## src/rtl/wb_pdm_pkg.sv

```systemverilog
// rtl/wb_pdm_pkg.sv - register map, CTRL bit positions and address decode for the PDM bank
package wb_pdm_pkg;

  localparam int DATA_W = 32;
  localparam int ADDR_W = 5;
  localparam int DIV_W  = 16;

  localparam logic [ADDR_W-1:0] ADDR_CTRL   = 5'd0;
  localparam logic [ADDR_W-1:0] ADDR_DIV    = 5'd1;
  localparam logic [ADDR_W-1:0] ADDR_LEVEL0 = 5'd2;

  localparam int CTRL_INVERT_BIT = 16;
  localparam int CTRL_COMMIT_BIT = 31;

  typedef enum logic [1:0] {
    SEL_NONE,
    SEL_CTRL,
    SEL_DIV,
    SEL_LEVEL
  } reg_sel_e;

  function automatic reg_sel_e decode_addr(input logic [ADDR_W-1:0] adr, input int channels);
    reg_sel_e sel;
    sel = SEL_NONE;
    if (adr == ADDR_CTRL) begin
      sel = SEL_CTRL;
    end else if (adr == ADDR_DIV) begin
      sel = SEL_DIV;
    end else if ((int'(adr) >= int'(ADDR_LEVEL0)) && (int'(adr) < int'(ADDR_LEVEL0) + channels)) begin
      sel = SEL_LEVEL;
    end
    return sel;
  endfunction

endpackage

```

## src/rtl/wb_pdm_modulator.sv

```systemverilog
// rtl/wb_pdm_modulator.sv - one first-order PDM channel; the accumulator carry is the bitstream
module wb_pdm_modulator #(
  parameter int N = 8
) (
  input  logic         i_clk,
  input  logic         i_rst_n,
  input  logic         i_tick,
  input  logic         i_enable,
  input  logic [N-1:0] i_level,
  output logic         o_out
);

  logic [N:0] r_acc;

  // Holding the accumulator at zero while disabled makes every enable start from a clean phase.
  always_ff @(posedge i_clk or negedge i_rst_n) begin
    if (!i_rst_n) begin
      r_acc <= '0;
    end else if (!i_enable) begin
      r_acc <= '0;
    end else if (i_tick) begin
      r_acc <= {1'b0, r_acc[N-1:0]} + {1'b0, i_level};
    end
  end

  assign o_out = r_acc[N];

endmodule

```

## src/rtl/wb_pdm_multi.sv

```systemverilog
// rtl/wb_pdm_multi.sv - Wishbone pipelined slave driving a bank of PDM channels with shared prescaler
module wb_pdm_multi
  import wb_pdm_pkg::*;
#(
  parameter int CHANNELS       = 4,
  parameter int BIT_RESOLUTION = 8
) (
  input  logic                wb_clk_i,
  input  logic                wb_rst_ni,
  input  logic                wb_cyc_i,
  input  logic                wb_stb_i,
  input  logic                wb_we_i,
  input  logic [ADDR_W-1:0]   wb_adr_i,
  input  logic [DATA_W-1:0]   wb_dat_i,
  output logic [DATA_W-1:0]   wb_dat_o,
  output logic                wb_ack_o,
  output logic                wb_stall_o,
  output logic [CHANNELS-1:0] pdm_o
);

  localparam int N = BIT_RESOLUTION;

  logic                r_ack;
  logic [DATA_W-1:0]   r_dat;
  logic [CHANNELS-1:0] r_enable;
  logic                r_invert;
  logic [DIV_W-1:0]    r_div;
  logic [DIV_W-1:0]    r_cnt;
  logic [N-1:0]        r_shadow [CHANNELS];
  logic [N-1:0]        r_active [CHANNELS];

  logic                w_req;
  logic                w_wr;
  logic                w_div_wr;
  logic                w_commit;
  logic                w_tick;
  reg_sel_e            w_sel;
  logic [ADDR_W-1:0]   w_idx;
  logic [DATA_W-1:0]   w_rdata;
  logic [CHANNELS-1:0] w_acc_msb;
  logic                w_unused;

  assign w_req      = wb_cyc_i & wb_stb_i;
  assign w_wr       = w_req & wb_we_i;
  assign w_sel      = decode_addr(wb_adr_i, CHANNELS);
  assign w_idx      = wb_adr_i - ADDR_LEVEL0;
  assign w_div_wr   = w_wr && (w_sel == SEL_DIV);
  assign w_commit   = w_wr && (w_sel == SEL_CTRL) && wb_dat_i[CTRL_COMMIT_BIT];
  assign w_tick     = (r_cnt == r_div);
  assign w_unused   = ^wb_dat_i;

  always_comb begin
    w_rdata = '0;
    case (w_sel)
      SEL_CTRL: begin
        w_rdata[CHANNELS-1:0]   = r_enable;
        w_rdata[CTRL_INVERT_BIT] = r_invert;
      end
      SEL_DIV: w_rdata[DIV_W-1:0] = r_div;
      SEL_LEVEL: begin
        for (int k = 0; k < CHANNELS; k++) begin
          if (w_idx == ADDR_W'(k)) w_rdata[N-1:0] = r_shadow[k];
        end
      end
      default: w_rdata = '0;
    endcase
  end

  // Read data is captured at acceptance so it lines up with the single-cycle ack.
  always_ff @(posedge wb_clk_i or negedge wb_rst_ni) begin
    if (!wb_rst_ni) begin
      r_ack <= 1'b0;
      r_dat <= '0;
    end else begin
      r_ack <= w_req;
      r_dat <= (w_req && !wb_we_i) ? w_rdata : '0;
    end
  end

  always_ff @(posedge wb_clk_i or negedge wb_rst_ni) begin
    if (!wb_rst_ni) begin
      r_enable <= '0;
      r_invert <= 1'b0;
      r_div    <= '0;
    end else if (w_wr) begin
      if (w_sel == SEL_CTRL) begin
        r_enable <= wb_dat_i[CHANNELS-1:0];
        r_invert <= wb_dat_i[CTRL_INVERT_BIT];
      end
      if (w_sel == SEL_DIV) r_div <= wb_dat_i[DIV_W-1:0];
    end
  end

  always_ff @(posedge wb_clk_i or negedge wb_rst_ni) begin
    if (!wb_rst_ni) begin
      r_cnt <= '0;
    end else if (w_div_wr || w_tick) begin
      r_cnt <= '0;
    end else begin
      r_cnt <= r_cnt + 16'd1;
    end
  end

  // Active levels only change on COMMIT, so a tick in the same edge still sees the old values.
  always_ff @(posedge wb_clk_i or negedge wb_rst_ni) begin
    if (!wb_rst_ni) begin
      for (int k = 0; k < CHANNELS; k++) begin
        r_shadow[k] <= '0;
        r_active[k] <= '0;
      end
    end else begin
      for (int k = 0; k < CHANNELS; k++) begin
        if (w_wr && (w_sel == SEL_LEVEL) && (w_idx == ADDR_W'(k))) r_shadow[k] <= wb_dat_i[N-1:0];
        if (w_commit) r_active[k] <= r_shadow[k];
      end
    end
  end

  for (genvar k = 0; k < CHANNELS; k++) begin : g_ch
    wb_pdm_modulator #(
      .N(N)
    ) u_mod (
      .i_clk    (wb_clk_i),
      .i_rst_n  (wb_rst_ni),
      .i_tick   (w_tick),
      .i_enable (r_enable[k]),
      .i_level  (r_active[k]),
      .o_out    (w_acc_msb[k])
    );
  end

  assign pdm_o      = w_acc_msb ^ {CHANNELS{r_invert}};
  assign wb_ack_o   = r_ack;
  assign wb_dat_o   = r_dat;
  assign wb_stall_o = 1'b0;

endmodule

```

## config.mk

```make
export PLATFORM = sky130hd
export DESIGN_NAME = wb_pdm_multi
export DESIGN_NICKNAME = d
export VERILOG_FILES = /design/src/rtl/wb_pdm_pkg.sv /design/src/rtl/wb_pdm_modulator.sv /design/src/rtl/wb_pdm_multi.sv
export SDC_FILE = /design/constraint.sdc
export NUM_CORES = 1
export LEC_CHECK = 0
export BUFFER_PORTS_ARGS = -buffer_cell sky130_fd_sc_hd__buf_4
export CAP_MARGIN = 20
export CORE_UTILIZATION = 25
export DETAILED_ROUTE_END_ITERATION = 10
export PLACE_DENSITY = 0.47
export SYNTH_ARGS = -nofsm -noshare
export SYNTH_HDL_FRONTEND = slang
export SYNTH_SLANG_ARGS = --single-unit
```

## constraint.sdc

```tcl
create_clock -name wb_clk_i -period 3.39 [get_ports wb_clk_i]
set_input_delay 0.678 -clock wb_clk_i [delete_from_list [all_inputs] [get_ports wb_clk_i]]
set_output_delay 0.678 -clock wb_clk_i [all_outputs]
set_load 0.01 [all_outputs]
```

==> results.cfg, run 1 <==
[status]
run_status = complete, no violations

[clock_tree]
cts_hold_buf = 0
cts_max_level = 4
cts.sinks = 155
clk_latency_ns = 0.43
cts_buffer_depth = 2
cts_buffers = 17
cts.root.buffer_cell = clkbuf_16
cts_tree = built
clkSlewWorstSetupHoldPaths_ns = 0.07
postCtsSetupBuffers = 0
ctsResizeCount = 0

[flow_run]
cap_violations = 0

[yosys]
synth.avg_cell_area_sq_um = 12.1
netlist_area_sq_um = 8130
synthArstFlopShare_pct = 100
ys_seq_area_share_pct = 47.7
synth_cell_type_count = 55
synthFlopType = dfrtp_1
synth_edf_count = 0
ys.warnings.count = 0
syn_inst = 669
synth_seq_cells = 155

[floorplan]
die_area_sq_um = 33200
rows = 65
start_util_pct = 25.6
die_width_um = 182
die_y_um = 182
io_pins = 80
fp.coreArea_sq_um = 31800

[critical_path]
cp-start-kind = primary input
cp_slowest_cell = nor3_4
path_cells = buf_4 -> inv_1 -> ha_1 -> or2_2 -> nor3_1 -> mux2i_1 -> nor3_4 -> mux2_2
crit_path_end_kind = flop
crit_type = primary input to flop
slowest_delay_ns = 0.50
cp_max_fo = 8
required_ns = 3.69
cp.arrival_ns = 2.86

[placed_design]
gp_congestion = 0.754
preCtsSetupSlack_ns = 0.397
dpl.cell_count = 1141
port_buffers = 49
hpwl_mm = 13.4

[worst_hold_path]
hold_class = primary input to async pin

[sta]
tightestPinTransition_ns = 0.988
setup_tns_ns = 0
timing.final.ws_setup_ns = 0.837
max_freq_ghz = 0.392
grt_setup_unrepaired = no
min_period_over_period_pct = 75.3
slew_viol_final = 0
fin_skew_ns = 0.0165
hold_viol = 0
period_needed_ns = 2.55
setup_viol = 0
slew-limit-headroom_pct = 32.2

[drt]
drt_iter0_drc = 249
wl_per_cell_um = 15.8
route.detailed.drc = 0
vias = 5039
via_per_inst = 4.30
drtAntennaViolNets = 0
drt-total-wl_mm = 18.6
first_pass_iters = 5

[global_routing]
antenna_found_initial = 0
grt_pass1_wl_mm = 30.3
grt_max_degree = 58
overflow = 0
grt_usage_pct = 11.9
grt_pass1_vias = 5348

[layout]
areaGrowthSynthToFinish_pct = 18.0
fin_cells = 1173
antenna_cells = 0
drive_gt1_share_pct = 25.1
nNetsFinal = 807

[power]
p_leak_nw = 4.60
p_per_area_nw_per_um2 = 460
peakVddDrop_v = 0.000341
[worst paths after layout]
| path | startpoint | end | slack (ns) | cells past startpoint |
|---|---|---|---|---|
| worst max register to register | g_ch[3].u_mod.r_acc[0]$_DFFE_PN0P_ | g_ch[3].u_mod.r_acc[6]$_DFFE_PN0P_ | 1.20 | 7 |
| min in group wb_clk_i | wb_dat_i[16] | r_invert$_DFFE_PN0P_ | 0.46 | 3 |
| worst min-delay path | wb_rst_ni | g_ch[0].u_mod.r_acc[2]$_DFFE_PN0P_ | 0.20 | 1 |
| worst min register to register | r_active[29]$_DFFE_PN0P_ | r_active[29]$_DFFE_PN0P_ | 0.50 | 1 |
| max in group asynchronous | wb_rst_ni | g_ch[0].u_mod.r_acc[0]$_DFFE_PN0P_ | 2.51 | 2 |
| worst max-delay path | wb_adr_i[1] | r_shadow[28]$_DFFE_PN0P_ | 0.84 | 8 |
[flip-flops by register name, summed over array words and instances (netlist names)]
| name | flops |
|---|---|
| g_ch.u_mod.r_acc | 36 |
| r_active | 32 |
| r_shadow | 32 |
| wb_dat_o | 17 |
| r_cnt | 16 |
| r_div | 16 |
| r_enable | 4 |
| r_invert | 1 |
| wb_ack_o | 1 |
[where the power goes]
| group | leakage, nW | switching [mW] | total (mW) | internal [mW] |
|---|---|---|---|---|
| clock | 0.295 | 0.923 | 1.92 | 1.00 |
| combinational | 2.17 | 0.268 | 0.472 | 0.203 |
| sequential | 2.14 | 0.102 | 2.02 | 1.92 |
| total | 4.60 | 1.29 | 4.42 | 3.12 |
[through the flow]
stage                     utilization (%)  hold slack [ns]  power (mW)  area (sq um)
after floorplan                         -            0.382        2.35          8180
after global placement               28.3            0.488        2.54          8990
after detailed placement             28.3            0.489        2.54          8990
after CTS                            30.2            0.213        4.49          9590
after global routing                 30.2            0.218        4.62          9590
final                                30.2            0.201        4.42          9590
[per-layer routing]
metal	vias to the layer above	GRT usage (%)	part of all wire [%]
met1	2496	15.8	49
met2	48	19.4	49
met4	0	3.33	1.1
met3	12	2.59	1.8
met5	-	0	0
li1	2483	-	-
[cell usage in the layout, fill, tap and decap left out, types with 5 or more instances in the layout]
cell type  count
nand3_1       13
and2_1         9
a21o_1        13
nor3_1         6
inv_1         17
a21oi_1       22
nand2b_1       8
mux2i_1       28
dfrtp_1      155
nor2_1        33
and3_1         6
xnor2_1       38
buf_4         57
o21a_1         8
nand4_1        7
nor2b_1       20
o31a_1         5
mux4_2         8
mux2_2        71
inv_8          6
conb_1        16
clkbuf_16     17
ha_1          36
xor2_1        15
mux2_1        13
nand2_1       18
o21ai_0       18
[synthesized netlist by cell type (3+ instances only)]
library cell  number  area share [%]
nand2_1           18            0.83
a21o_1            13             1.2
fa_1               4            0.99
nand4_1            7            0.54
nor2_1            33             1.5
ha_1              36             5.5
xor2_1            15             1.6
or4_1              4            0.37
nor3_1             6            0.37
a31oi_1            4            0.31
nand2b_1           8            0.62
nor3_4             3            0.60
a21boi_0           4            0.37
mux4_2             8             2.2
inv_1             17            0.79
clkbuf_1           6            0.28
nor3b_1            4            0.37
a221oi_1           4            0.43
nand3_1           13            0.80
o211a_1            4            0.49
o21ai_0           18             1.1
mux2_1            13             1.8
mux2i_1           28             3.4
xnor2_1           38             4.1
and3_1             6            0.46
dfrtp_1          155              48
a21oi_1           22             1.4
o21bai_1           4            0.37
buf_2             11            0.68
buf_4             16             1.5
and2_1             9            0.69
o21a_1             8            0.74
nor2b_1           20             1.5
o221ai_1           3            0.32
buf_1              4            0.18
mux2_2            71             9.8
o31a_1             5            0.54
nand3b_1           4            0.37
[logic make-up (layout without fill, tap and decap cells)]
group / count (synthesis) / count (layout) / synth area share (%)
DFF: 155 / 155 / 47.7
buffers and inverters: 56 / 110 / 3.68
and+or+nand+nor: 149 / 149 / 11.0
xor gates and xnor gates: 53 / 53 / 5.71
adders and majority gates: 40 / 40 / 6.53
other: 1 / 16 / 0.0461
muxes: 120 / 120 / 17.3
AOI/OAI and AO/OA: 95 / 95 / 8.05
[area by class of cell]
| cell class | count | area (sq um) |
|---|---|---|
| Clock buffer | 17 | 425 |
| Clock inverter | 15 | 176 |
| Fill cell | 3260 | 22200 |
| Inverter | 17 | 63.8 |
| Multi-Input combinational cell | 473 | 4010 |
| Sequential cell | 155 | 3880 |
| Tap cell | 435 | 544 |
| Timing Repair Buffer | 61 | 499 |
[critical path, delay by kind of cell]
kind	cells	cell delay (ns)
fa+ha+maj	1	0.26
buf+inv	2	0.27
mux	2	0.71
simple gates	3	0.93
(Power assumes the default switching activity.)
==> run 2: changes to the inputs <==
==> constraint.sdc (replaced) <==
create_clock -name wb_clk_i -period 2.6 [get_ports wb_clk_i]
set_input_delay 0.52 -clock wb_clk_i [delete_from_list [all_inputs] [get_ports wb_clk_i]]
set_output_delay 0.52 -clock wb_clk_i [all_outputs]
set_load 0.01 [all_outputs]
==> results.cfg, run 2 (synthesized netlist as in run 1, its figures left out) <==
[clock_tree]
cts.root.buffer_cell = clkbuf_16
cts_buffer_depth = 2
ctsResizeCount = 0
clk_latency_ns = 0.44
cts_max_level = 4
cts_tree = built
cts_hold_buf = 0
clkSlewWorstSetupHoldPaths_ns = 0.07
postCtsSetupBuffers = 0
cts_buffers = 17
cts.sinks = 155

[layout]
final_cell_mix = 155 x dfrtp_1, 64 x mux2_2, 64 x buf_4, 38 x xnor2_1, 35 x ha_1
regMostFlops = g_ch.u_mod.r_acc
post-route-util_pct = 30.9
final_common_cell = dfrtp_1
reg_top3 = g_ch.u_mod.r_acc (36), r_active (32), r_shadow (32)
nNetsFinal = 819
largest_register_ffs = 36
areaGrowthSynthToFinish_pct = 20.9
drive_gt1_share_pct = 26.7
antenna_cells = 0

[global_routing]
antenna_found_initial = 0
grt_pass1_wl_mm = 30.3
overflow = 0
grt_pass1_vias = 5264
grt_usage_pct = 11.9
grt_max_degree = 54

[floorplan]
die_y_um = 182
die_area_sq_um = 33200
rows = 65
start_util_pct = 25.6
die_width_um = 182
io_pins = 80
fp.coreArea_sq_um = 31800

[power]
p_leak_nw = 4.69
p_comb_share_pct = 11.2
power.switching_mw = 1.71
finalPower_mw = 5.82
clkPwrFrac_pct = 43.6
pwr-share-seq_pct = 45.2
peakVddDrop_v = 0.000315
p_per_area_nw_per_um2 = 593
p_int_mw = 4.11
netSwitchingFraction_pct = 29.4

[drt]
drt-total-wl_mm = 18.2
wl_per_cell_um = 15.4
drtAntennaViolNets = 0
vias = 5163
first_pass_iters = 4
drt_iter0_drc = 265
via_per_inst = 4.36
route.detailed.drc = 0

[sta]
period_needed_ns = 2.15
grt_setup_unrepaired = no
min_period_over_period_pct = 82.8
setup_tns_ns = 0
slew-limit-headroom_pct = 47.4
tightestPinTransition_ns = 0.767
fin_skew_ns = 0.0137
max_freq_ghz = 0.464
hold_viol = 0
slew_viol_final = 0
setup_viol = 0

[critical_path]
required_ns = 2.95
startpoint = g_ch[3].u_mod.r_acc[0]$_DFFE_PN0P_
cp_max_fo = 3
cp.arrival_ns = 2.51
crit_type = flop to flop
rr_startpoint = g_ch[3].u_mod.r_acc[0]$_DFFE_PN0P_
cp-start-kind = flop
crit_path_end_kind = flop

[placed_design]
port_buffers = 49
hpwl_mm = 13.3
gp_congestion = 0.731

[worst_hold_path]
hold_class = primary input to async pin

[flow_run]
cap_violations = 0

[status]
run_status = complete, no violations
## run 2: cell count changes in the layout (fill, tap and decap cells not counted), moves of 4 or more
cell / previous run / this run
mux2_4: 0 / 7
buf_4: 57 / 64
mux2_2: 71 / 64
buf_12: 3 / 8
clkinv_8: 4 / 9
inv_8: 6 / 2
## run 2: final cells by class
| class | count | area (sq um) |
|---|---|---|
| sequential | 155 | 3880 |
| multi-input combinational | 473 | 4050 |
| tap | 435 | 544 |
| timing repair buffer | 73 | 652 |
| clock inverter | 15 | 204 |
| fill | 3251 | 22000 |
| clock buffer | 17 | 425 |
| inverter | 17 | 68.8 |
## run 2: final timing paths
kind	depth (start not counted)	slack [ns]	endpoint
max	7	0.45	g_ch[3].u_mod.r_acc[6]$_DFFE_PN0P_
min	1	0.05	g_ch[2].u_mod.r_acc[8]$_DFFE_PN0P_
max reg2reg	7	0.45	g_ch[3].u_mod.r_acc[6]$_DFFE_PN0P_
min reg2reg	1	0.50	r_cnt[0]$_DFF_PN0_
max in group asynchronous	2	1.86	r_div[1]$_DFFE_PN0P_
min in group wb_clk_i	3	0.30	r_invert$_DFFE_PN0P_
## run 2: metrics by stage
step	cells	worst slack (ns)	hold slack, ns	area (sq um)
after floorplan	684	0.00132	0.224	8270
after global placement	1153	0.0670	0.484	9200
after detailed placement	1153	0.0334	0.490	9200
after CTS	1185	0.409	0.0764	9830
after global routing	1185	0.260	0.0826	9830
final	1185	0.447	0.0527	9830
## run 2: metal layers
| metal | share of wire, % | global-route usage, % | vias to the layer above |
|---|---|---|---|
| li1 | - | - | 2505 |
| met1 | 48 | 16.0 | 2571 |
| met2 | 49 | 19.3 | 76 |
| met3 | 2.6 | 2.26 | 11 |
| met4 | 0.85 | 3.36 | 0 |
| met5 | 0 | 0 | - |
## run 2: power groups by stage
| stage | Clock (mW) | Sequential [mW] | Combinational (mW) |
|---|---|---|---|
| floorplan | 0 | 2.62 | 0.458 |
| global placement | 0 | 2.69 | 0.669 |
| detailed placement | 0 | 2.69 | 0.671 |
| CTS | 2.64 | 2.64 | 0.672 |
| global route | 2.72 | 2.66 | 0.731 |
| finish | 2.54 | 2.64 | 0.651 |
## run 2: critical path, stage by stage, from the launching register on
cell	delay (ns)
dfrtp_1	0.38
ha_1	0.23
fa_1	0.43
a211oi_1	0.35
nor2_1	0.12
o31a_1	0.26
nand3b_1	0.15
a21boi_0	0.16
==> run 3: changes to the inputs <==
--- a/config.mk
+++ b/config.mk
@@ -9,7 +9,7 @@
 export CAP_MARGIN = 20
 export CORE_UTILIZATION = 25
 export DETAILED_ROUTE_END_ITERATION = 10
-export PLACE_DENSITY = 0.47
+export PLACE_DENSITY = 0.49
 export SYNTH_ARGS = -nofsm -noshare
 export SYNTH_HDL_FRONTEND = slang
 export SYNTH_SLANG_ARGS = --single-unit
==> constraint.sdc (replaced) <==
create_clock -name wb_clk_i -period 1.85 [get_ports wb_clk_i]
set_input_delay 0.37 -clock wb_clk_i [delete_from_list [all_inputs] [get_ports wb_clk_i]]
set_output_delay 0.37 -clock wb_clk_i [all_outputs]
set_load 0.01 [all_outputs]
==> results.cfg, run 3 (synthesized netlist as in run 1, its figures left out) <==
[placed_design]
port_buffers = 49
hpwl_mm = 13.9
gp_congestion = 0.775
preCtsSetupSlack_ns = -0.555
dpl.cell_count = 1209

[sta]
fin_hold_ws_ns = 0.159
setup_tns_ns = -3.11
timing.final.ws_setup_ns = -0.116
fin_skew_ns = 0.00957
grt_setup_unrepaired = yes
setup_viol = 49
period_needed_ns = 1.97
max_freq_ghz = 0.509
slew_viol_final = 0
min_period_over_period_pct = 106
hold_viol = 0

[critical_path]
cp.arrival_ns = 2.28
required_ns = 2.16
crit_path_end_kind = flop
r2r_end = g_ch[0].u_mod.r_acc[6]$_DFFE_PN0P_
cp-start-kind = flop
reg2reg_depth = 8
cp_max_fo = 9
rr_startpoint = r_cnt[15]$_DFF_PN0_
r2r_slack_ns = -0.12
crit_type = flop to flop

[floorplan]
rows = 65
fp.coreArea_sq_um = 31800
start_util_pct = 25.6
die_y_um = 182
die_area_sq_um = 33200
io_pins = 80
die_width_um = 182

[worst_hold_path]
holdPathStages = 3
hold_class = primary input to flop
holdCritStartpoint = wb_dat_i[16]
holdPathEnd = r_invert$_DFFE_PN0P_

[drt]
route.detailed.drc = 0
drt_iter0_drc = 260
first_pass_iters = 4
wl_per_cell_um = 15.6
drt-total-wl_mm = 19.6
vias = 5465
drtAntennaViolNets = 0
via_per_inst = 4.36

[clock_tree]
cts_buffer_depth = 2
cts_buffers = 17
cts_tree = built
cts_max_level = 4
clk_latency_ns = 0.43
cts.root.buffer_cell = clkbuf_16
clkSlewWorstSetupHoldPaths_ns = 0.07
cts.sinks = 155

[power]
p_int_mw = 6.49
netSwitchingFraction_pct = 26.0
peakVddDrop_v = 0.000620
pwr-share-seq_pct = 41.8
clkPwrFrac_pct = 42.7
p_per_area_nw_per_um2 = 811
p_comb_share_pct = 15.4
p_leak_nw = 5.12
power.switching_mw = 2.28

[global_routing]
grt_usage_pct = 12.4
grt_pass1_vias = 5693
grt_pass1_wl_mm = 31.6
antenna_found_initial = 0
grt_max_degree = 39
overflow = 0

[layout]
final_cell_mix = 154 x dfrtp_1, 117 x buf_4, 42 x mux2_2, 35 x xnor2_1, 33 x nor2_1
fill_cells = 3146
regMostFlops = g_ch.u_mod.r_acc
final_common_cell = dfrtp_1
reg_top3 = g_ch.u_mod.r_acc (36), r_active (32), r_shadow (32)
drive_gt1_share_pct = 37.6
nNetsFinal = 888
fin_cells = 1254
largest_register_ffs = 36
areaGrowthSynthToFinish_pct = 33.0
antenna_cells = 0

[flow_run]
cap_violations = 0

[status]
run_status = finished with violations
violations = negative setup slack
## run 3: cell count changes in the layout (fill, tap and decap cells not counted), moves of 6 or more
cell / delta
ha_2: +6
o21ai_0: -6
ha_1: -7
mux2_2: -22
mux2_4: +22
buf_4: +53
clkinv_8: -9
## run 3: critical path, stage by stage, from the launching register on
cell and delay (ns):
dfrtp_1 0.42, xnor2_2 0.20, nand4_1 0.20, nor4_4 0.32, buf_6 0.20, buf_8 0.14
buf_12 0.12, mux2i_1 0.18, nor2b_1 0.06
## run 3: timing repair
action	CTS	global route
hold endpoints to repair	32	0
setup buffers	7	2
gates cloned	2	2
hold buffers	1	0
resized for setup	23	45
pin swaps	19	15
endpoints found under the setup margin	63	77
## run 3: power groups by stage
stage | logic [mW] | clock network (mW) | registers (mW)
finish | 1.35 | 3.75 | 3.67
global route | 1.47 | 4.01 | 3.69
CTS | 1.27 | 3.85 | 3.67
detailed placement | 1.13 | 0 | 3.73
global placement | 1.13 | 0 | 3.73
floorplan | 0.674 | 0 | 3.69
## run 3: layout make-up
| cell class | count | area, sq um | share of cell area [%] |
|---|---|---|---|
| Inverter | 17 | 76.3 | 0.706 |
| Sequential cell | 155 | 3880 | 35.9 |
| Multi-Input combinational cell | 473 | 4360 | 40.4 |
| Timing Repair Buffer | 142 | 1330 | 12.3 |
| Tap cell | 435 | 544 | 5.03 |
| Clock inverter | 13 | 189 | 1.75 |
| Clock buffer | 19 | 433 | 4.00 |
## run 3: routing by layer
metal	track usage, %	vias to the layer above	wire [um]
met1	16.6	2763	9530
met5	0	-	0
met3	2.31	9	348
met4	2.82	0	147
met2	20.5	48	9600
li1	-	2645	-
## run 3: stage by stage
step	total power [mW]	util (%)	area, sq um
final	8.77	34.0	10800
after floorplan	4.36	-	8450
after global routing	9.17	34.0	10800
after global placement	4.86	30.6	9740
after CTS	8.79	33.2	10600
after detailed placement	4.86	30.6	9740
## run 3: worst max path at each step
stage | start | endpoint | depth (start not counted)
finish | r_cnt[15]$_DFF_PN0_ | g_ch[0].u_mod.r_acc[6]$_DFFE_PN0P_ | 8
global route | r_cnt[15]$_DFF_PN0_ | g_ch[0].u_mod.r_acc[4]$_DFFE_PN0P_ | 8
floorplan | wb_adr_i[1] | r_shadow[7]$_DFFE_PN0P_ | 10
global placement | wb_adr_i[2] | r_shadow[9]$_DFFE_PN0P_ | 9
CTS | r_active[0]$_DFFE_PN0P_ | g_ch[3].u_mod.r_acc[6]$_DFFE_PN0P_ | 7
detailed placement | wb_adr_i[2] | r_shadow[8]$_DFFE_PN0P_ | 9
